### src/rtl/tx_packet_ctrl_if.sv
// Handshake bundle between the USB TX packet sequencer and its neighbours:
// request side, show-ahead TX FIFO, and the bit/byte timer + shift register.
interface tx_packet_ctrl_if #(
    parameter int LEN_W = 7
);
    logic             tx_start;
    logic [3:0]       tx_pid;
    logic [LEN_W-1:0] tx_len;
    logic             tx_busy;
    logic             tx_done;
    logic             tx_error;

    logic             fifo_empty;
    logic [7:0]       fifo_rdata;
    logic             fifo_rd;

    logic             byte_done;
    logic             timer_clear;
    logic             timer_count_up;
    logic             timer_pause;
    logic             load_en;
    logic [7:0]       load_data;
    logic             eop_en;

    modport master (
        input  tx_start, tx_pid, tx_len, fifo_empty, fifo_rdata, byte_done,
        output tx_busy, tx_done, tx_error, fifo_rd, timer_clear, timer_count_up,
               timer_pause, load_en, load_data, eop_en
    );

    modport slave (
        output tx_start, tx_pid, tx_len, fifo_empty, fifo_rdata, byte_done,
        input  tx_busy, tx_done, tx_error, fifo_rd, timer_clear, timer_count_up,
               timer_pause, load_en, load_data, eop_en
    );
endinterface

### src/rtl/tx_packet_ctrl.sv
// USB bulk-transfer TX packet sequencer: SYNC, PID, FIFO payload, CRC16, EOP.
// Drives the byte timer and loads the TX shift register one byte at a time.
module tx_packet_ctrl #(
    parameter int MAX_BYTES  = 64,
    parameter int LEN_W      = 7,
    parameter int EOP_CYCLES = 16,
    parameter int STALL_MAX  = 255
) (
    input  logic             clk,
    input  logic             rst,
    tx_packet_ctrl_if.master bus
);

    typedef enum logic [3:0] {
        IDLE, LD_SYNC, TX_SYNC, LD_PID, TX_PID, LD_DATA, TX_DATA,
        LD_CRC1, TX_CRC1, LD_CRC2, TX_CRC2, EOP, ABORT
    } state_e;

    localparam int STALL_W = $clog2(STALL_MAX + 1);
    localparam int EOP_W   = $clog2(EOP_CYCLES + 1);

    localparam logic [LEN_W-1:0]   MAX_LEN    = LEN_W'(MAX_BYTES);
    localparam logic [STALL_W-1:0] STALL_LAST = STALL_W'(STALL_MAX);
    localparam logic [EOP_W-1:0]   EOP_LAST   = EOP_W'(EOP_CYCLES - 1);

    // CRC16/USB: reflected poly 0xA001, one full byte per call, LSB first.
    function automatic logic [15:0] crc16_byte(input logic [15:0] crc, input logic [7:0] data);
        logic [15:0] c;
        c = crc ^ {8'h00, data};
        for (int i = 0; i < 8; i++) begin
            c = c[0] ? ((c >> 1) ^ 16'hA001) : (c >> 1);
        end
        return c;
    endfunction

    state_e             state_q, state_d;
    logic [3:0]         pid_q, pid_d;
    logic [LEN_W-1:0]   len_q, len_d;
    logic [LEN_W-1:0]   byte_cnt_q, byte_cnt_d;
    logic [15:0]        crc_q, crc_d;
    logic [STALL_W-1:0] stall_q, stall_d;
    logic [EOP_W-1:0]   eop_cnt_q, eop_cnt_d;

    logic               ld_fix_q, ld_fix_d;
    logic [7:0]         ld_byte_q, ld_byte_d;
    logic               count_q, count_d;
    logic               eop_q, eop_d;
    logic               busy_q, busy_d;
    logic               done_q, done_d;
    logic               error_q, error_d;

    logic               data_ld;
    logic               data_stall;
    logic               load_en;

    // NOTE: the payload load must react to fifo_empty in the same cycle to pop a
    // show-ahead FIFO correctly, so the LD_DATA outputs are decoded from state_q
    // and the FIFO flag; every other output comes straight from a flop.
    assign data_ld    = (state_q == LD_DATA) && !bus.fifo_empty;
    assign data_stall = (state_q == LD_DATA) &&  bus.fifo_empty;
    assign load_en    = ld_fix_q || data_ld;

    assign bus.load_en        = load_en;
    assign bus.timer_clear    = load_en;
    assign bus.fifo_rd        = data_ld;
    assign bus.load_data      = data_ld ? bus.fifo_rdata : ld_byte_q;
    assign bus.timer_pause    = data_stall;
    assign bus.timer_count_up = count_q;
    assign bus.eop_en         = eop_q;
    assign bus.tx_busy        = busy_q;
    assign bus.tx_done        = done_q;
    assign bus.tx_error       = error_q;

    always_comb begin
        state_d    = state_q;
        pid_d      = pid_q;
        len_d      = len_q;
        byte_cnt_d = byte_cnt_q;
        crc_d      = crc_q;
        stall_d    = stall_q;
        eop_cnt_d  = eop_cnt_q;
        done_d     = 1'b0;
        error_d    = 1'b0;

        unique case (state_q)
            IDLE: begin
                // A done/error pulse still showing blocks the accept for that one cycle.
                if (bus.tx_start && !done_q && !error_q) begin
                    state_d    = LD_SYNC;
                    pid_d      = bus.tx_pid;
                    len_d      = (bus.tx_len > MAX_LEN) ? MAX_LEN : bus.tx_len;
                    crc_d      = 16'hFFFF;
                    byte_cnt_d = '0;
                    stall_d    = '0;
                    eop_cnt_d  = '0;
                end
            end
            LD_SYNC: state_d = TX_SYNC;
            TX_SYNC: if (bus.byte_done) state_d = LD_PID;
            LD_PID:  state_d = TX_PID;
            TX_PID:  if (bus.byte_done) state_d = (len_q == '0) ? LD_CRC1 : LD_DATA;
            LD_DATA: begin
                if (!bus.fifo_empty) begin
                    state_d    = TX_DATA;
                    crc_d      = crc16_byte(crc_q, bus.fifo_rdata);
                    byte_cnt_d = byte_cnt_q + 1'b1;
                    stall_d    = '0;
                end else begin
                    stall_d = stall_q + 1'b1;
                    if (stall_d == STALL_LAST) state_d = ABORT;
                end
            end
            TX_DATA: if (bus.byte_done) state_d = (byte_cnt_q == len_q) ? LD_CRC1 : LD_DATA;
            LD_CRC1: state_d = TX_CRC1;
            TX_CRC1: if (bus.byte_done) state_d = LD_CRC2;
            LD_CRC2: state_d = TX_CRC2;
            TX_CRC2: begin
                if (bus.byte_done) begin
                    state_d   = EOP;
                    eop_cnt_d = '0;
                end
            end
            EOP, ABORT: begin
                if (eop_cnt_q == EOP_LAST) begin
                    state_d   = IDLE;
                    eop_cnt_d = '0;
                    stall_d   = '0;
                    done_d    = (state_q == EOP);
                    error_d   = (state_q == ABORT);
                end else begin
                    eop_cnt_d = eop_cnt_q + 1'b1;
                end
            end
            default: state_d = IDLE;
        endcase

        ld_fix_d = (state_d == LD_SYNC) || (state_d == LD_PID) ||
                   (state_d == LD_CRC1) || (state_d == LD_CRC2);
        count_d  = (state_d == TX_SYNC) || (state_d == TX_PID) || (state_d == TX_DATA) ||
                   (state_d == TX_CRC1) || (state_d == TX_CRC2);
        eop_d    = (state_d == EOP) || (state_d == ABORT);
        busy_d   = (state_d != IDLE);

        case (state_d)
            LD_SYNC: ld_byte_d = 8'h80;
            LD_PID:  ld_byte_d = {~pid_d, pid_d};
            LD_CRC1: ld_byte_d = ~crc_d[7:0];
            LD_CRC2: ld_byte_d = ~crc_d[15:8];
            default: ld_byte_d = 8'h00;
        endcase
    end

    always_ff @(posedge clk) begin
        if (rst) begin
            state_q    <= IDLE;
            pid_q      <= '0;
            len_q      <= '0;
            byte_cnt_q <= '0;
            crc_q      <= 16'hFFFF;
            stall_q    <= '0;
            eop_cnt_q  <= '0;
            ld_fix_q   <= 1'b0;
            ld_byte_q  <= '0;
            count_q    <= 1'b0;
            eop_q      <= 1'b0;
            busy_q     <= 1'b0;
            done_q     <= 1'b0;
            error_q    <= 1'b0;
        end else begin
            state_q    <= state_d;
            pid_q      <= pid_d;
            len_q      <= len_d;
            byte_cnt_q <= byte_cnt_d;
            crc_q      <= crc_d;
            stall_q    <= stall_d;
            eop_cnt_q  <= eop_cnt_d;
            ld_fix_q   <= ld_fix_d;
            ld_byte_q  <= ld_byte_d;
            count_q    <= count_d;
            eop_q      <= eop_d;
            busy_q     <= busy_d;
            done_q     <= done_d;
            error_q    <= error_d;
        end
    end

endmodule

### src/flat_wrapper.sv
// flat-port wrapper written by rule: the top's interface ports become plain ports
module tx_packet_ctrl_flat 
#(
    parameter int MAX_BYTES  = 64,
    parameter int LEN_W      = 7,
    parameter int EOP_CYCLES = 16,
    parameter int STALL_MAX  = 255
)
  (clk, rst, bus_tx_start, bus_tx_pid, bus_tx_len, bus_fifo_empty, bus_fifo_rdata, bus_byte_done, bus_tx_busy, bus_tx_done, bus_tx_error, bus_fifo_rd, bus_timer_clear, bus_timer_count_up, bus_timer_pause, bus_load_en, bus_load_data, bus_eop_en);
  tx_packet_ctrl_if #(.LEN_W(LEN_W)) bus_i ();
  input  logic clk;
  input  logic rst;
  input wire logic [$bits(bus_i.tx_start)-1:0] bus_tx_start;
  input wire logic [$bits(bus_i.tx_pid)-1:0] bus_tx_pid;
  input wire logic [$bits(bus_i.tx_len)-1:0] bus_tx_len;
  input wire logic [$bits(bus_i.fifo_empty)-1:0] bus_fifo_empty;
  input wire logic [$bits(bus_i.fifo_rdata)-1:0] bus_fifo_rdata;
  input wire logic [$bits(bus_i.byte_done)-1:0] bus_byte_done;
  output wire logic [$bits(bus_i.tx_busy)-1:0] bus_tx_busy;
  output wire logic [$bits(bus_i.tx_done)-1:0] bus_tx_done;
  output wire logic [$bits(bus_i.tx_error)-1:0] bus_tx_error;
  output wire logic [$bits(bus_i.fifo_rd)-1:0] bus_fifo_rd;
  output wire logic [$bits(bus_i.timer_clear)-1:0] bus_timer_clear;
  output wire logic [$bits(bus_i.timer_count_up)-1:0] bus_timer_count_up;
  output wire logic [$bits(bus_i.timer_pause)-1:0] bus_timer_pause;
  output wire logic [$bits(bus_i.load_en)-1:0] bus_load_en;
  output wire logic [$bits(bus_i.load_data)-1:0] bus_load_data;
  output wire logic [$bits(bus_i.eop_en)-1:0] bus_eop_en;
  assign bus_i.tx_start = bus_tx_start;
  assign bus_i.tx_pid = bus_tx_pid;
  assign bus_i.tx_len = bus_tx_len;
  assign bus_i.fifo_empty = bus_fifo_empty;
  assign bus_i.fifo_rdata = bus_fifo_rdata;
  assign bus_i.byte_done = bus_byte_done;
  assign bus_tx_busy = bus_i.tx_busy;
  assign bus_tx_done = bus_i.tx_done;
  assign bus_tx_error = bus_i.tx_error;
  assign bus_fifo_rd = bus_i.fifo_rd;
  assign bus_timer_clear = bus_i.timer_clear;
  assign bus_timer_count_up = bus_i.timer_count_up;
  assign bus_timer_pause = bus_i.timer_pause;
  assign bus_load_en = bus_i.load_en;
  assign bus_load_data = bus_i.load_data;
  assign bus_eop_en = bus_i.eop_en;
  tx_packet_ctrl #(.MAX_BYTES(MAX_BYTES), .LEN_W(LEN_W), .EOP_CYCLES(EOP_CYCLES), .STALL_MAX(STALL_MAX)) u_core (.clk(clk), .rst(rst), .bus(bus_i));
endmodule
### config.mk
export PLATFORM = sky130hd
export DESIGN_NAME = tx_packet_ctrl_flat
export DESIGN_NICKNAME = d
export VERILOG_FILES = /design/src/rtl/tx_packet_ctrl_if.sv /design/src/rtl/tx_packet_ctrl.sv /design/src/flat_wrapper.sv
export SDC_FILE = /design/constraint.sdc
export NUM_CORES = 1
export LEC_CHECK = 0
export ABC_AREA = 1
export BUFFER_PORTS_ARGS = -buffer_cell sky130_fd_sc_hd__buf_2
export CORE_ASPECT_RATIO = 1.2
export CORE_MARGIN = 8
export CORE_UTILIZATION = 35
export DETAILED_ROUTE_END_ITERATION = 10
export HOLD_SLACK_MARGIN = 0.1
export PLACE_DENSITY_LB_ADDON = 0.3
export RECOVER_POWER = 25
export SLEW_MARGIN = 10
export SYNTH_ARGS = -nofsm -noshare
export SYNTH_HDL_FRONTEND = slang
export SYNTH_SLANG_ARGS = --single-unit
export TNS_END_PERCENT = 1
### constraint.sdc
create_clock -name clk -period 2.2 [get_ports clk]
set_input_delay 0.11 -clock clk [delete_from_list [all_inputs] [get_ports clk]]
set_output_delay 0.11 -clock clk [all_outputs]
set_load 0.005 [all_outputs]
==> results of run 1 <==
==> where the power goes <==
group | switching (W) | internal, W | total, W
logic | 0.000682 | 0.000381 | 0.00106
registers | 0.0000779 | 0.00130 | 0.00137
clock network | 0.000523 | 0.00105 | 0.00158
==> flip-flops by register name, indices dropped and copies added (netlist names) <==
name,count
u_core.bus.eop_en,1
u_core.state_q,4
u_core.byte_cnt_q,7
u_core.len_q,7
u_core.bus.timer_count_up,1
u_core.eop_cnt_q,5
u_core.bus.tx_error,1
u_core.bus.tx_done,1
u_core.stall_q,8
u_core.crc_q,16
u_core.bus.tx_busy,1
u_core.pid_q,4
u_core.ld_fix_q,1
u_core.ld_byte_q,8
==> logic make-up (layout without fill, tap and decap cells) <==
kind of cell             after synthesis  after routing
multiplexers                           4              4
flip-flops                            65             65
buffers and inverters                 80            144
XOR/XNOR                              10             10
AO/OA/AOI/OAI                         95             95
AND/OR/NAND/NOR                      296            296
adder cells (fa/ha/maj)                4              4
==> metrics by stage <==
stage	power [W]	setup slack, ps
floorplan	0.002149	474.5
detailed placement	0.002450	212.9
CTS	0.004047	193.9
global placement	0.002441	197.6
finish	0.004014	210.3
global route	0.004271	19.80
==> what timing repair did <==
item / 4_1_cts / 5_1_grt
endpoints found under the hold margin: 8 / 0
hold buffers: 8 / 0
setup endpoints to repair: 0 / 6
gates resized for setup: 0 / 6
==> layer usage <==
| metal | wire [um] | track usage [%] |
|---|---|---|
| met1 | 4456 | 17.90 |
| met2 | 4554 | 23.56 |
| met3 | 486 | 2.534 |
| met4 | 211 | 7.698 |
| met5 | 0 | 0 |
==> final timing paths <==
path | start | to | slack [ps] | depth (start not counted)
hold reg to reg | u_core.stall_q[6] | u_core.stall_q[6] | 460 | 2
setup / recovery | u_core.state_q[2] | bus_load_data[5] | 210 | 8
setup reg to reg | u_core.state_q[1] | u_core.byte_cnt_q[5] | 240 | 11
hold / removal | bus_tx_len[0] | u_core.len_q[0] | 120 | 3
==> cell type report <==
cell class / instances / share of cell area (%)
repair buffers: 60 / 8.023
clock buffers: 12 / 5.652
inverters: 68 / 5.735
multi-input cells: 409 / 46.60
flip-flops and latches: 65 / 28.78
clock inverters: 4 / 1.654
well taps: 129 / 3.557
==> critical path, cell delays in order (launching register included) <==
cell and delay (ps):
dfxtp_1 420, inv_2 120, nor2_4 130, nand3_4 110, nor2_4 110, inv_2 140
buf_4 200, o21ai_0 170, buf_2 140
==> layout by cell type (no fill, tap or decap), types with 8 or more instances in the layout <==
cell type and count:
dfxtp_1 61, buf_4 11, nand3_1 26, clkbuf_16 9, nand2_1 166, buf_2 35
nor3_1 12, a21oi_1 41, o21ai_0 27, or2_2 10, dlygate4sd3_1 8, inv_1 59
nor2_1 43
==> metrics.txt, run 1 <==
max-cap check violation count 0; first-pass GRT wire length 16.38 mm; Simple-Gate Fraction of Synth Area 36.97%; area post-placement 4125 um^2; commonest cells in the netlist nand2_1, dfxtp_1, inv_1, nor2_1, a21oi_1; Routed WL 9.710 mm; Starting Density 35.60%; Placement Rows 41; largest family of logic cells by synthesized area simple AND/OR/NAND/NOR gates; vias in the first global route 3497; Multi-input gate area 2115 um^2; top-area cell type share of the netlist area 34.92%; CP Launch Type flop; fin util 43.36%; sequential cell area 1306 um^2; number of fill cells 1102; GP Congestion 0.8849; mux cell area share after synthesis 1.075%; Synth Area in Compound Gates 14.94%; DRC 0; Num CTS Buffers 9; Post-Synth Adder-Cell Area 1.343%; critical path type flop to output port; Avg Inst Size Synth 6.726 um^2; Post-Place Cells 723; DIE AREA 14220 um^2; top_reg_cell synth dfxtp_1; DR iter-0 viols 187; Hold Crit Class input port to flop; H-tree levels 3; I/O pin count 41; initial antenna violation count 0; peak supply drop 0.0004802 V; Seq cells post-synth 65; Required @ worst endpoint 2090 ps; Final Cycle Share 90.44%; TritonCTS clock tree built; register area share after synthesis 34.92%; Area growth syn-to-layout 21.79%; run status completed; Worst-path clk slew 50 ps; RSZ-0062 raised after global routing no; Leak 2.082 nW; pin count of the biggest net entering global routing 34; Rel. slew slack 72.86%; post-synthesis cell area 3726 um^2; skew final 7.410 ps; gr ovfl total 0; Pwr Density 884.6 nW/um^2; Final Hold Viols 0; Core Area 10470 um^2; IO buf count 40; most common cell in the netlist nand2_1; finished layout cell area 4538 um^2; CP arrival 1880 ps; hold_ws 123.4 ps; count of pins over their slew limit 0; synth top area cells dfxtp_1, nand2_1, inv_1, a21oi_1, nor2_1; CTS max path bufs 2; Synth Area in XOR/XNOR 2.351%; Ant. Diodes 0; total negative setup slack 0 ps; Antenna Nets Post-Route 0; setup bufs post-CTS 0; layout cells sized above 1 18.61%; Mapped Cells 554; chip width 110.2 um; FFs w/ async S/R, synth 0%; Post-synth EDFFs 0; Yosys cell types 48; final worst path period need 1990 ps; clock sink count 65; syn nets 582; drt pass-1 iters 4; DR vias/cell 4.884; routed len/inst 13.00 um; Yosys Warn Count 0; Nets 641; die height 129.0 um; fmax 0.5026 GHz; Worst-Margin Slew 404.2 ps; Clock Tree Root clkbuf_16; final setup vio count 0; Detail Placement HPWL 7.354 mm; Post-Layout Cell Count 747; CP Max Fanout 14; Critical Path Sink Type output port; via count 3648; Tot GR Track Use 14.54%; post-synth top area cell dfxtp_1; Clk Latency, worst-skew pair 330 ps
No activity file was read; power rests on OpenSTA's default activity.
==> run 2: changes to the inputs <==
==> constraint.sdc (replaced) <==
create_clock -name clk -period 2.2 [get_ports clk]
set_input_delay 0.44 -clock clk [delete_from_list [all_inputs] [get_ports clk]]
set_output_delay 0.44 -clock clk [all_outputs]
set_load 0.005 [all_outputs]
==> run 2 against run 1 <==
  * Fmax fell by 5.0%
  * Die area is the same
  * Register-to-register slack got worse by 70 ps
  * Core utilization decreased by 1.0 points
  * Sequential share of layout area grew 0.68 points
  * Critical path type unchanged
  * Critical endpoint is now bus_load_data[4]
  * Largest cell class unchanged
==> metrics.txt, run 2 (synthesized netlist as in run 1, its figures left out) <==
most frequent cells in the layout nand2_1, dfxtp_1, inv_1, nor2_1, a21oi_1; Core Area 10470 um^2; Critical Path Sink Type output port; total negative setup slack 0 ps; Clk Latency, worst-skew pair 330 ps; TritonCTS clock tree built; max FFs per register 16; Flop pwr share 36.5%; layout cells sized above 1 19.02%; slowest CP cell dfxtp_4; Biggest register u_core.crc_q; Placement Rows 41; I/O pin count 41; slack of the critical path 106.3 ps; Rel. slew slack 68.85%; H-tree levels 3; GP Congestion 0.8944; switching part of the total 34.85%; Leak 2.029 nW; P_int 0.002449 W; max-cap check violation count 0; DR iter-0 viols 203; final setup vio count 0; run status completed; top flop regs u_core.crc_q x16, u_core.ld_byte_q x8, u_core.stall_q x8; Tot GR Track Use 14.32%; drt pass-1 iters 5; Area growth syn-to-layout 18.97%; IO buf count 40; Final Cycle Share 95.17%; Num CTS Buffers 9; crit-path leading delay family simple AND/OR/NAND/NOR gates; critical path's most frequent cell nor2_4; Max stage delay on crit path 370 ps; most common cell after layout, fill and taps aside nand2_1; Worst-path clk slew 60 ps; switching pwr 0.001310 W; CP Max Fanout 28; pin count of the biggest net entering global routing 34; GR Util met2 23.45%; area post-placement 4110 um^2; hold_ws 368.2 ps; DIE AREA 14220 um^2; peak supply drop 0.0003351 V; vias in the first global route 3505; Nets 633; Pwr Density 847.9 nW/um^2; met1 usage 17.17%; Worst-Margin Slew 464.0 ps; initial antenna violation count 0; CP Launch Type flop; first-pass GRT wire length 16.10 mm; CP Buf/Inv Count 3; finished layout cell area 4433 um^2; CP arrival 1650 ps; critical path type flop to output port; dpl ws 122.0 ps; die height 129.0 um; crit-path cells inv_2 > nor2_4 > nand3_4 > nor2_4 > inv_8 > nand2_1 > o21ai_2 > buf_2; Post-Layout Cell Count 739; Detail Placement HPWL 7.273 mm; DRC 0; CTS max path bufs 2; Starting Density 35.60%; Post-Place Cells 721; chip width 110.2 um; Routed WL 9.772 mm; skew final 6.474 ps; RSZ-0062 raised after global routing yes; Final Hold Viols 0; Antenna Nets Post-Route 0; most used routing layer met2; clock sink count 65; via count 3668; routed len/inst 13.22 um; # hold bufs at CTS 0; global-route track usage on met3 3.378%; fmax 0.4776 GHz; gr ovfl total 0; Hold Crit Class input port to flop; final worst path period need 2094 ps; DR vias/cell 4.963; Clock Tree Root clkbuf_16; Logic pwr share 28.2%; Required @ worst endpoint 1760 ps; Ant. Diodes 0; power share of the clock group 35.3%; count of pins over their slew limit 0
run 2: changes by cell type in the layout (fill, tap and decap cells not counted), moves of 2 or more:
cell	before	now
dfxtp_1	61	63
dlygate4sd3_1	8	0
o21ai_0	27	21
dfxtp_2	4	1
nor2_2	5	7
bufinv_16	2	0
nor2_1	43	41
clkinvlp_4	2	4
o21ai_1	3	8
run 2: path summary, 6_finish.rpt:
check        slack (ps)  cells after the start               from              endpoint
max                 110                      8  u_core.state_q[2]      bus_load_data[4]
min                 370                      3      bus_tx_len[4]       u_core.len_q[4]
max reg2reg         170                     12  u_core.state_q[2]  u_core.byte_cnt_q[5]
min reg2reg         460                      2  u_core.stall_q[6]     u_core.stall_q[6]
run 2: power by group through the flow:
| stage | clock network, W | logic [W] | registers (W) |
|---|---|---|---|
| 3_3_place_gp | 0 | 0.00105 | 0.00139 |
| 4_1_cts | 0.00137 | 0.00107 | 0.00137 |
| 5_1_grt | 0.00141 | 0.00119 | 0.00139 |
| 2_1_floorplan | 0 | 0.000769 | 0.00138 |
| 6_report | 0.00133 | 0.00106 | 0.00137 |
| 3_5_place_dp | 0 | 0.00107 | 0.00139 |
run 2: worst min-delay path: stages:
cell     delay, ps
buf_2          100
nand2_1         60
a21oi_1         50
run 2: layer usage:
metal  part of all wire (%)  routed length [um]
met4                    2.7                 263
met3                    5.1                 502
met1                     44                4270
met5                      0                   0
met2                     48                4735
run 2: timing repair:
action                     4_1_cts  5_1_grt
setup buffers                    0        2
setup endpoints to repair       10       14
hold endpoints to repair         0        0
pin swaps                        0        2
gates cloned                     0        0
resized for setup                4       15
run 2: area by class of cell:
cell class                      count  area [um^2]
Sequential cell                    65         1306
Clock inverter                      6        43.79
Multi-Input combinational cell    409         2121
Clock buffer                       10        239.0
Tap cell                          129        161.4
Fill cell                        1113         6032
Inverter                           68        267.8
Timing Repair Buffer               52        294.0
run 2: metrics by stage:
| stage | power (W) | utilization, % |
|---|---|---|
| floorplan | 0.002149 | - |
| global placement | 0.002445 | 39.28 |
| detailed placement | 0.002462 | 39.28 |
| CTS | 0.003811 | 42.04 |
| global route | 0.003993 | 42.36 |
| finish | 0.003759 | 42.36 |
